===== config.mk =====
export PLATFORM = sky130hd
export DESIGN_NAME = syscall_uart_tx
export DESIGN_NICKNAME = d
export VERILOG_FILES = /design/src/rtl/syscall_uart_tx_pkg.sv /design/src/rtl/sync_byte_fifo.sv /design/src/rtl/syscall_uart_tx.sv
export SDC_FILE = /design/constraint.sdc
export NUM_CORES = 1
export LEC_CHECK = 0
export BUFFER_PORTS_ARGS = -buffer_cell sky130_fd_sc_hd__clkbuf_2
export CORE_ASPECT_RATIO = 1.2
export CORE_MARGIN = 5
export CORE_UTILIZATION = 30
export DETAILED_ROUTE_END_ITERATION = 16
export GPL_TIMING_DRIVEN = 0
export PLACE_DENSITY_LB_ADDON = 0.2
export SYNTH_ARGS = -nofsm -noshare
export SYNTH_HDL_FRONTEND = slang
export SYNTH_SLANG_ARGS = --single-unit

===== constraint.sdc =====
create_clock -name i_clk -period 3.85 [get_ports i_clk]
set_input_delay 0.385 -clock i_clk [delete_from_list [all_inputs] [get_ports i_clk]]
set_output_delay 0.385 -clock i_clk [all_outputs]
set_load 0.05 [all_outputs]

===== src/rtl/syscall_uart_tx_pkg.sv =====
// Shared encodings for the syscall console UART transmitter.
// Pure declarations; no logic, no latency, no backpressure.
package syscall_uart_tx_pkg;

    typedef enum logic [1:0] {
        IDLE  = 2'd0,
        START = 2'd1,
        DATA  = 2'd2,
        STOP  = 2'd3
    } uart_state_e;

    localparam logic UART_IDLE_LVL = 1'b1;
    localparam int   FRAME_BITS    = 10;

endpackage


===== src/rtl/sync_byte_fifo.sv =====
// Synchronous byte FIFO with first-word fall-through head and explicit level counter.
// Latency: a pushed byte is visible at o_data one cycle after the push edge.
// Backpressure: pushes while full and pops while empty are ignored.
module sync_byte_fifo #(
    parameter int DEPTH      = 16,
    parameter int DEPTH_LOG2 = 4
) (
    input  logic                  i_clk,
    input  logic                  i_rst,
    input  logic                  i_push,
    input  logic                  i_pop,
    input  logic [7:0]            i_data,
    output logic [7:0]            o_data,
    output logic                  o_full,
    output logic                  o_empty,
    output logic [DEPTH_LOG2:0]   o_level
);

    logic [7:0]            mem_q [DEPTH];
    logic [DEPTH_LOG2-1:0] wr_ptr_q, rd_ptr_q;
    logic [DEPTH_LOG2:0]   level_q, level_d;
    logic                  push_ok, pop_ok;

    assign o_full  = (level_q == (DEPTH_LOG2+1)'(DEPTH));
    assign o_empty = (level_q == '0);
    assign o_level = level_q;
    assign o_data  = mem_q[rd_ptr_q];

    // Full/empty are the pre-edge view, so a push while full is dropped even if a pop happens too.
    assign push_ok = i_push && !o_full;
    assign pop_ok  = i_pop && !o_empty;

    always_comb begin
        level_d = level_q;
        case ({push_ok, pop_ok})
            2'b10:   level_d = level_q + (DEPTH_LOG2+1)'(1);
            2'b01:   level_d = level_q - (DEPTH_LOG2+1)'(1);
            default: level_d = level_q;
        endcase
    end

    always_ff @(posedge i_clk) begin
        if (i_rst) begin
            wr_ptr_q <= '0;
            rd_ptr_q <= '0;
            level_q  <= '0;
        end else begin
            if (push_ok) wr_ptr_q <= wr_ptr_q + DEPTH_LOG2'(1);
            if (pop_ok)  rd_ptr_q <= rd_ptr_q + DEPTH_LOG2'(1);
            level_q <= level_d;
        end
    end

    always_ff @(posedge i_clk) begin
        if (push_ok && !i_rst) mem_q[wr_ptr_q] <= i_data;
    end

endmodule


===== src/rtl/syscall_uart_tx.sv =====
// Syscall putchar sink: byte FIFO drained by an 8N1 UART serialiser on o_tx.
// Latency: byte written into an idle empty block starts its start bit one cycle later.
// Backpressure: none (writer cannot stall); writes while full are dropped and set sticky o_ovf.
module syscall_uart_tx
    import syscall_uart_tx_pkg::*;
#(
    parameter int CLK_DIV    = 16,
    parameter int DEPTH      = 16,
    parameter int DEPTH_LOG2 = 4
) (
    input  logic                  i_clk,
    input  logic                  i_rst,
    input  logic                  i_we,
    input  logic [7:0]            i_data,
    output logic                  o_full,
    output logic                  o_empty,
    output logic [DEPTH_LOG2:0]   o_level,
    output logic                  o_tx,
    output logic                  o_busy,
    output logic                  o_ovf
);

    localparam int             BW          = $clog2(CLK_DIV);
    localparam logic [BW-1:0]  BAUD_RELOAD = BW'(CLK_DIV - 1);

    uart_state_e    state_q, state_d;
    logic [BW-1:0]  baud_q, baud_d;
    logic [2:0]     bit_q, bit_d;
    logic [7:0]     shift_q, shift_d;
    logic           tx_q, tx_d;
    logic           ovf_q, ovf_d;
    logic           pop;
    logic [7:0]     fifo_head;
    logic           fifo_full, fifo_empty;

    sync_byte_fifo #(
        .DEPTH      (DEPTH),
        .DEPTH_LOG2 (DEPTH_LOG2)
    ) u_fifo (
        .i_clk   (i_clk),
        .i_rst   (i_rst),
        .i_push  (i_we),
        .i_pop   (pop),
        .i_data  (i_data),
        .o_data  (fifo_head),
        .o_full  (fifo_full),
        .o_empty (fifo_empty),
        .o_level (o_level)
    );

    always_comb begin
        state_d = state_q;
        baud_d  = baud_q;
        bit_d   = bit_q;
        shift_d = shift_q;
        tx_d    = tx_q;
        pop     = 1'b0;
        ovf_d   = ovf_q | (i_we & fifo_full);
        case (state_q)
            IDLE: begin
                if (!fifo_empty) begin
                    pop     = 1'b1;
                    shift_d = fifo_head;
                    tx_d    = 1'b0;
                    baud_d  = BAUD_RELOAD;
                    state_d = START;
                end
            end
            START: begin
                if (baud_q == '0) begin
                    tx_d    = shift_q[0];
                    bit_d   = 3'd0;
                    baud_d  = BAUD_RELOAD;
                    state_d = DATA;
                end else begin
                    baud_d = baud_q - BW'(1);
                end
            end
            DATA: begin
                if (baud_q == '0) begin
                    baud_d = BAUD_RELOAD;
                    if (bit_q == 3'd7) begin
                        tx_d    = UART_IDLE_LVL;
                        state_d = STOP;
                    end else begin
                        shift_d = {1'b0, shift_q[7:1]};
                        tx_d    = shift_q[1];
                        bit_d   = bit_q + 3'd1;
                    end
                end else begin
                    baud_d = baud_q - BW'(1);
                end
            end
            STOP: begin
                // Chain straight into the next start bit when more bytes are waiting.
                if (baud_q == '0) begin
                    if (!fifo_empty) begin
                        pop     = 1'b1;
                        shift_d = fifo_head;
                        tx_d    = 1'b0;
                        baud_d  = BAUD_RELOAD;
                        state_d = START;
                    end else begin
                        state_d = IDLE;
                    end
                end else begin
                    baud_d = baud_q - BW'(1);
                end
            end
            default: state_d = IDLE;
        endcase
    end

    always_ff @(posedge i_clk) begin
        if (i_rst) begin
            state_q <= IDLE;
            baud_q  <= '0;
            bit_q   <= '0;
            shift_q <= '0;
            tx_q    <= UART_IDLE_LVL;
            ovf_q   <= 1'b0;
        end else begin
            state_q <= state_d;
            baud_q  <= baud_d;
            bit_q   <= bit_d;
            shift_q <= shift_d;
            tx_q    <= tx_d;
            ovf_q   <= ovf_d;
        end
    end

    assign o_full  = fifo_full;
    assign o_empty = fifo_empty;
    assign o_tx    = tx_q;
    assign o_ovf   = ovf_q;
    assign o_busy  = !fifo_empty || (state_q != IDLE);

endmodule


# Word level (Yosys, flattened, before mapping)

Memories as Yosys holds them, arrays and structs flattened. A register that Yosys moved wholly into a read port is not among the register bits.
Cells that the tools add are included.
Widths: inputs -> output; s select.

Latch bits: 0
Memory bits (read-only): 0
Input port bits: 11
RAM bits: 128
Register bits: 32
Memories: 1
Word-level logic and storage cells: 84

Memory list:

| memory       | words | bits a word | rd ports | clocked after Yosys merged registers in | write ports | RTL line             | source |
|---|---|---|---|---|---|---|---|
| u_fifo.mem_q | 16    | 8           | 1        | 1                                       | 1           | sync_byte_fifo.sv:19 | `logic [7:0] mem_q [DEPTH];` |

Shift operators: 0
Mux-type cells: 34
Order comparisons: 0
Add/sub/neg operators: 6
$mul: 0
Equal/unequal tests: 13
Reductions and logical operators: 19
Bitwise gates (word level): 2
Divide/modulo/power cells: 0

Operators with widths:

| cell                | count |
|---|---|
| $mux 8              | 4 |
| $pmux 8 s3          | 1 |
| $mux 4              | 5 |
| $ne 2x2->1 const B  | 6 |
| $pmux 4 s3          | 1 |
| $mux 1              | 10 |
| $mux 2              | 5 |
| $pmux 5 s2          | 1 |
| $mux 3              | 3 |
| $add 4x1->4 const B | 2 |
| $pmux 2 s4          | 1 |
| $reduce_and 4->1    | 2 |
| $eq 2x2->1 const B  | 3 |
| $pmux 3 s2          | 1 |
| $reduce_bool 2->1   | 3 |
| $add 5x1->5 const B | 1 |
| $eq 5x5->1 const B  | 1 |
| $logic_not 5->1     | 1 |
| $reduce_and 5->1    | 1 |
| $sub 5x1->5 const B | 1 |
| $eq 2x1->1 const B  | 2 |
| $logic_not 4->1     | 1 |
| $pmux 1 s4          | 1 |
| $sub 4x1->4 const B | 1 |
| 12 further kinds    | 16 |

# Logic depth before layout (Yosys ltp)

Word-level depth: 7
Gate-level depth with buffers: 13
Gate-level depth less buffers: 12

# Hierarchy

A second synthesis with hierarchy kept.

Cell total of the unflattened synthesis: 438
Area total of the unflattened synthesis: 6860.3 µm²

By module, submodules not included:

| module          | instances | cells each | area each (µm²) |
|---|---|---|---|
| sync_byte_fifo  | 1         | 314        | 5756.8 |
| syscall_uart_tx | 1         | 124        | 1103.6 |

# Worst setup path after synthesis

OpenSTA, ideal clock, no wires.

Path kind: register to register
Start point: reg u_fifo.level_q[1], in the netlist u_fifo.o_level[1]
End point: reg u_fifo.level_q[4], in the netlist u_fifo.o_level[4]
Library setup time: 0.121 ns
Stages on the path, launching flop included: 14
Clock period less this slack: 3.346 ns
Slack: 0.504 ns
Buffers on the path: 3
Arrival: 3.225 ns
Data required time: 3.729 ns
Cell sequence: dfxtp_1 -> buf_6 -> or4_1 -> buf_2 -> o221ai_2 -> inv_1 -> ha_1 -> clkbuf_1 -> xor2_1 -> ha_1 -> o21a_1 -> o21a_1 -> o32ai_1 -> mux2_2

Word-level cells in the longest chain between the ends: 7
Elaborated cells between the ends (all ways): 15
Those cells by class: add/sub (2); eq/ne (3); mux (4); reduce/logical (6)

RTL lines:

| what                                                   | RTL line                                     | source |
|---|---|---|
| start, declared                                        | sync_byte_fifo.sv:21                         | `logic [DEPTH_LOG2:0] level_q, level_d;` |
| start signal, assigned                                 | sync_byte_fifo.sv:50                         | `level_q <= level_d;` |
| $logic_not 5->1                                        | sync_byte_fifo.sv:25                         | `assign o_empty = (level_q == '0);` |
| $mux 1                                                 | syscall_uart_tx.sv:61, syscall_uart_tx.sv:97 |  |
| $mux 1                                                 | syscall_uart_tx.sv:96                        | `if (baud_q == '0) begin` |
| $pmux 1 s2                                             | syscall_uart_tx.sv:59                        | `case (state_q)` |
| $logic_and 1x1->1                                      | sync_byte_fifo.sv:31                         | `assign pop_ok = i_pop && !o_empty;` |
| $eq 2x1->1 / $eq 2x2->1 (equally long branches)        | sync_byte_fifo.sv:35                         | `case ({push_ok, pop_ok})` |
| $pmux 5 s2 / $reduce_bool 2->1 (equally long branches) | -                                            |  |

Parallel ways exist; a longest one is shown, timed or not.
A chain may end at the register's enable or synchronous reset.

# Worst setup path in the final report

Ends and elaborated chain as after synthesis.

==> key figures <==
Clocking
  – Num CTS Buffers: 17
  – CTS Hold Bufs: 0
  – Reg clk slew, reported paths: 60 ps
  – # resized after CTS: 0
  – CTS tree: yes
  – Root cell of the clock tree: clkbuf_16
  – Htree depth: 4
  – Clock Latency Late Sink: 420 ps
  – Clock Sinks: 164
  – Clock Path Buffers: 2
  – Post-CTS Setup Inserts: 0

Critical path
  – WP data arrival: 3780 ps
  – Worst R2R Path Depth: 13
  – CP Capture Type: flop
  – Worst r2r src: u_fifo.o_level[1]$_SDFFE_PP0P_
  – Worst-path cell chain: buf_6, or4_1, buf_2, o221ai_2, inv_1, ha_1, clkbuf_1, xor2_1, ha_1, o21a_1, o21a_1, o32ai_1, mux2_2
  – Worst Path Max Fanout: 9
  – Reg2reg setup slack: 380 ps
  – FF-to-FF End: u_fifo.o_level[4]$_SDFFE_PP0P_
  – Critical path class: flop to flop
  – Critical Path RT: 4160 ps
  – Startpoint types: flop
  – Slowest cell on the critical path: or4_1
  – Max stage delay on crit path: 490 ps

Min path
  – Hold depth: 3
  – Hold_sp: i_we
  – HP Class: input pin to flop
  – Min-Delay Endpoint: o_ovf$_SDFF_PP0_

Logic synthesis
  – EDFF count, synth: 128
  – FFs w/ async S/R, synth: 0
  – Seq/Total Area, Yosys: 0.651
  – Post-synth cell types: 59
  – Mapped Cells: 463
  – Most frequent cell after synthesis: edfxtp_1
  – Post-Syn Nets: 492
  – Main synth FF type: edfxtp_1
  – Top area cells in the synthesized netlist: edfxtp_1, dfxtp_1, mux4_2
  – Post-synth top cells: edfxtp_1, dfxtp_1, nor2_1
  – Syn Area/Cell: 15.1 sq um
  – #FFs+latches synth: 164
  – Cell taking the most area after synthesis: edfxtp_1
  – YS warnings: 0
  – Post-Syn Area: 7010 sq um
  – Yosys top cell area share: 0.549

Layout
  – Inserted Diodes: 0
  – Total area of sequential cells: 4560 sq um
  – Fraction of layout cells with a size suffix above 1: 0.208
  – # fillers: 2,231
  – Area growth syn-to-layout: 15.1%
  – Multi-input logic area: 2250 sq um
  – Nets: 532

STA
  – Worst-Margin Slew: 1320 ps
  – Hold WS: 243 ps
  – Setup TNS: 0 ps
  – Slew Limit Fails: 0
  – Max Clock Freq: 288 MHz
  – Final hold violations: 0
  – Relative slew slack: 0.116
  – Post-layout min period: 3470 ps
  – Tcrit/Tclk final: 0.901
  – Finish-stage setup viols: 0
  – Layout Skew: 8.18 ps
  – RSZ-0062 raised after global routing: no

Power and ir drop
  – Max VDD drop: 0.000295 V
  – Leak: 0.00264 uW
  – Power Density: 658 nW/um^2

Die
  – Core area: 23,100 sq um
  – Row count: 61
  – IO Pins: 21
  – Die Wd: 150 um
  – Die area: 26,500 sq um
  – Initial Util: 0.303
  – Vert. Die Dim: 177 um

GRT
  – GRT Util Overall: 0.123
  – Global-route wire length before repair: 24.4 mm
  – Total grt overflow: 0
  – Initial antenna violation count: 0
  – Largest net degree at the start of global routing: 17
  – Vias in the first global route: 4,224

Route
  – Initial DRC Count: 206
  – Pre-antenna DRT Iters: 4
  – Number of vias per cell: 4.84
  – # DRC: 0
  – Remaining antenna violation count: 0
  – Routed wire length: 15.6 mm
  – Drt wl/cell: 18.8 um
  – Vias post-DR: 4,016

Placement
  – Placer congestion estimate: 0.796
  – Post-DP HPWL: 10.5 mm
  – Port Buffers: 19

Status
  – Run status: finished, final reports clean

Job
  – # Max-Cap Violations: 0
==> through the flow <==
| step | utilization | cells | power [uW] | worst slack (ps) | area [sq um] |
|---|---|---|---|---|---|
| final | 0.349 | 830 | 5310 | 382 | 8070 |
| after global routing | 0.349 | 830 | 5600 | 186 | 8070 |
| after CTS | 0.348 | 829 | 5360 | 348 | 8050 |
| after detailed placement | 0.324 | 798 | 3740 | 377 | 7500 |
| after global placement | 0.324 | 797 | 3720 | 402 | 7500 |
| after floorplan | - | 463 | 3340 | 504 | 7010 |
==> critical path, delay by kind of cell, from the launching register on <==
kind	cells	cell delay, ps
buf+inv	4	640
mux	1	370
fa+ha+maj	2	460
flops	1	320
compound gates	4	890
simple gates	1	490
xor+xnor	1	190
==> layer usage <==
layer	vias up	track usage	share of wire
met3	17	0.0291	0.040
met5	-	0	0
met4	0	0.0355	0.016
met1	2052	0.158	0.44
li1	1879	-	-
met2	68	0.209	0.50
==> worst max-delay path by stage <==
stage,start,endpoint,slack [ps],depth (start not counted)
after global placement,u_fifo.o_level[1]$_SDFFE_PP0P_,u_fifo.o_level[4]$_SDFFE_PP0P_,400,13
after floorplan,u_fifo.o_level[1]$_SDFFE_PP0P_,u_fifo.o_level[4]$_SDFFE_PP0P_,500,13
after detailed placement,u_fifo.o_level[2]$_SDFFE_PP0P_,u_fifo.o_level[4]$_SDFFE_PP0P_,380,13
after CTS,u_fifo.o_level[2]$_SDFFE_PP0P_,u_fifo.o_level[4]$_SDFFE_PP0P_,350,13
final,u_fifo.o_level[1]$_SDFFE_PP0P_,u_fifo.o_level[4]$_SDFFE_PP0P_,380,13
after global routing,u_fifo.o_level[2]$_SDFFE_PP0P_,u_fifo.o_level[4]$_SDFFE_PP0P_,190,13
==> cells in the final DEF, fill, tap and decap left out, drive strengths merged, types with 2 or more instances in the layout <==
cell and instances:
a221o 2, o221ai 3, clkinvlp 4, o21a 2, nor2b 9, a2111oi 6, mux2i 14, mux2 3
clkinv 4, buf 15, nor4 7, o21ai 19, xor2 6, a211oi 4, edfxtp 128, nand2 13
nor3 11, clkbuf 50, nand3b 2, nand3 3, o31ai 3, xnor2 2, a21oi 20, nand2b 5
or3 5, nor2 32, inv 23, o221a 3, nor3b 2, o32ai 2, and3 8, ha 18
mux4 30, or3b 2, o21bai 2, dfxtp 36
==> power breakdown <==
part,switching [uW],leakage [uW],internal [uW]
Combinational,1000,0.000935,575
Clock,713,0.000260,893
Sequential,88.1,0.00145,2030
==> layout make-up <==
class                           instances  area share
Clock buffer                           17      0.0527
Multi-Input combinational cell        254       0.279
Buffer                                 27      0.0161
Timing Repair Buffer                   21      0.0133
Tap cell                              315      0.0489
Sequential cell                       164       0.566
Inverter                               18     0.00838
Clock inverter                         14      0.0158
==> cells by family after synthesis <==
logic type,synth area share
XOR/XNOR,0.0100
multiplexers,0.121
AND/OR/NAND/NOR,0.0800
buffers and inverters,0.0282
AO/OA/AOI/OAI,0.0770
adder cells (fa/ha/maj),0.0321
flip-flops,0.651
==> flip-flops by register name (all words and copies together) (netlist names), 2 cells and up, named ones only <==
register	count
u_fifo.mem_q	128
u_fifo.wr_ptr_q	4
u_fifo.rd_ptr_q	4
shift_q	8
state_q	2
bit_q	3
baud_q	4
u_fifo.o_level	5
Note: power is estimated with default switching activity, not from simulation.
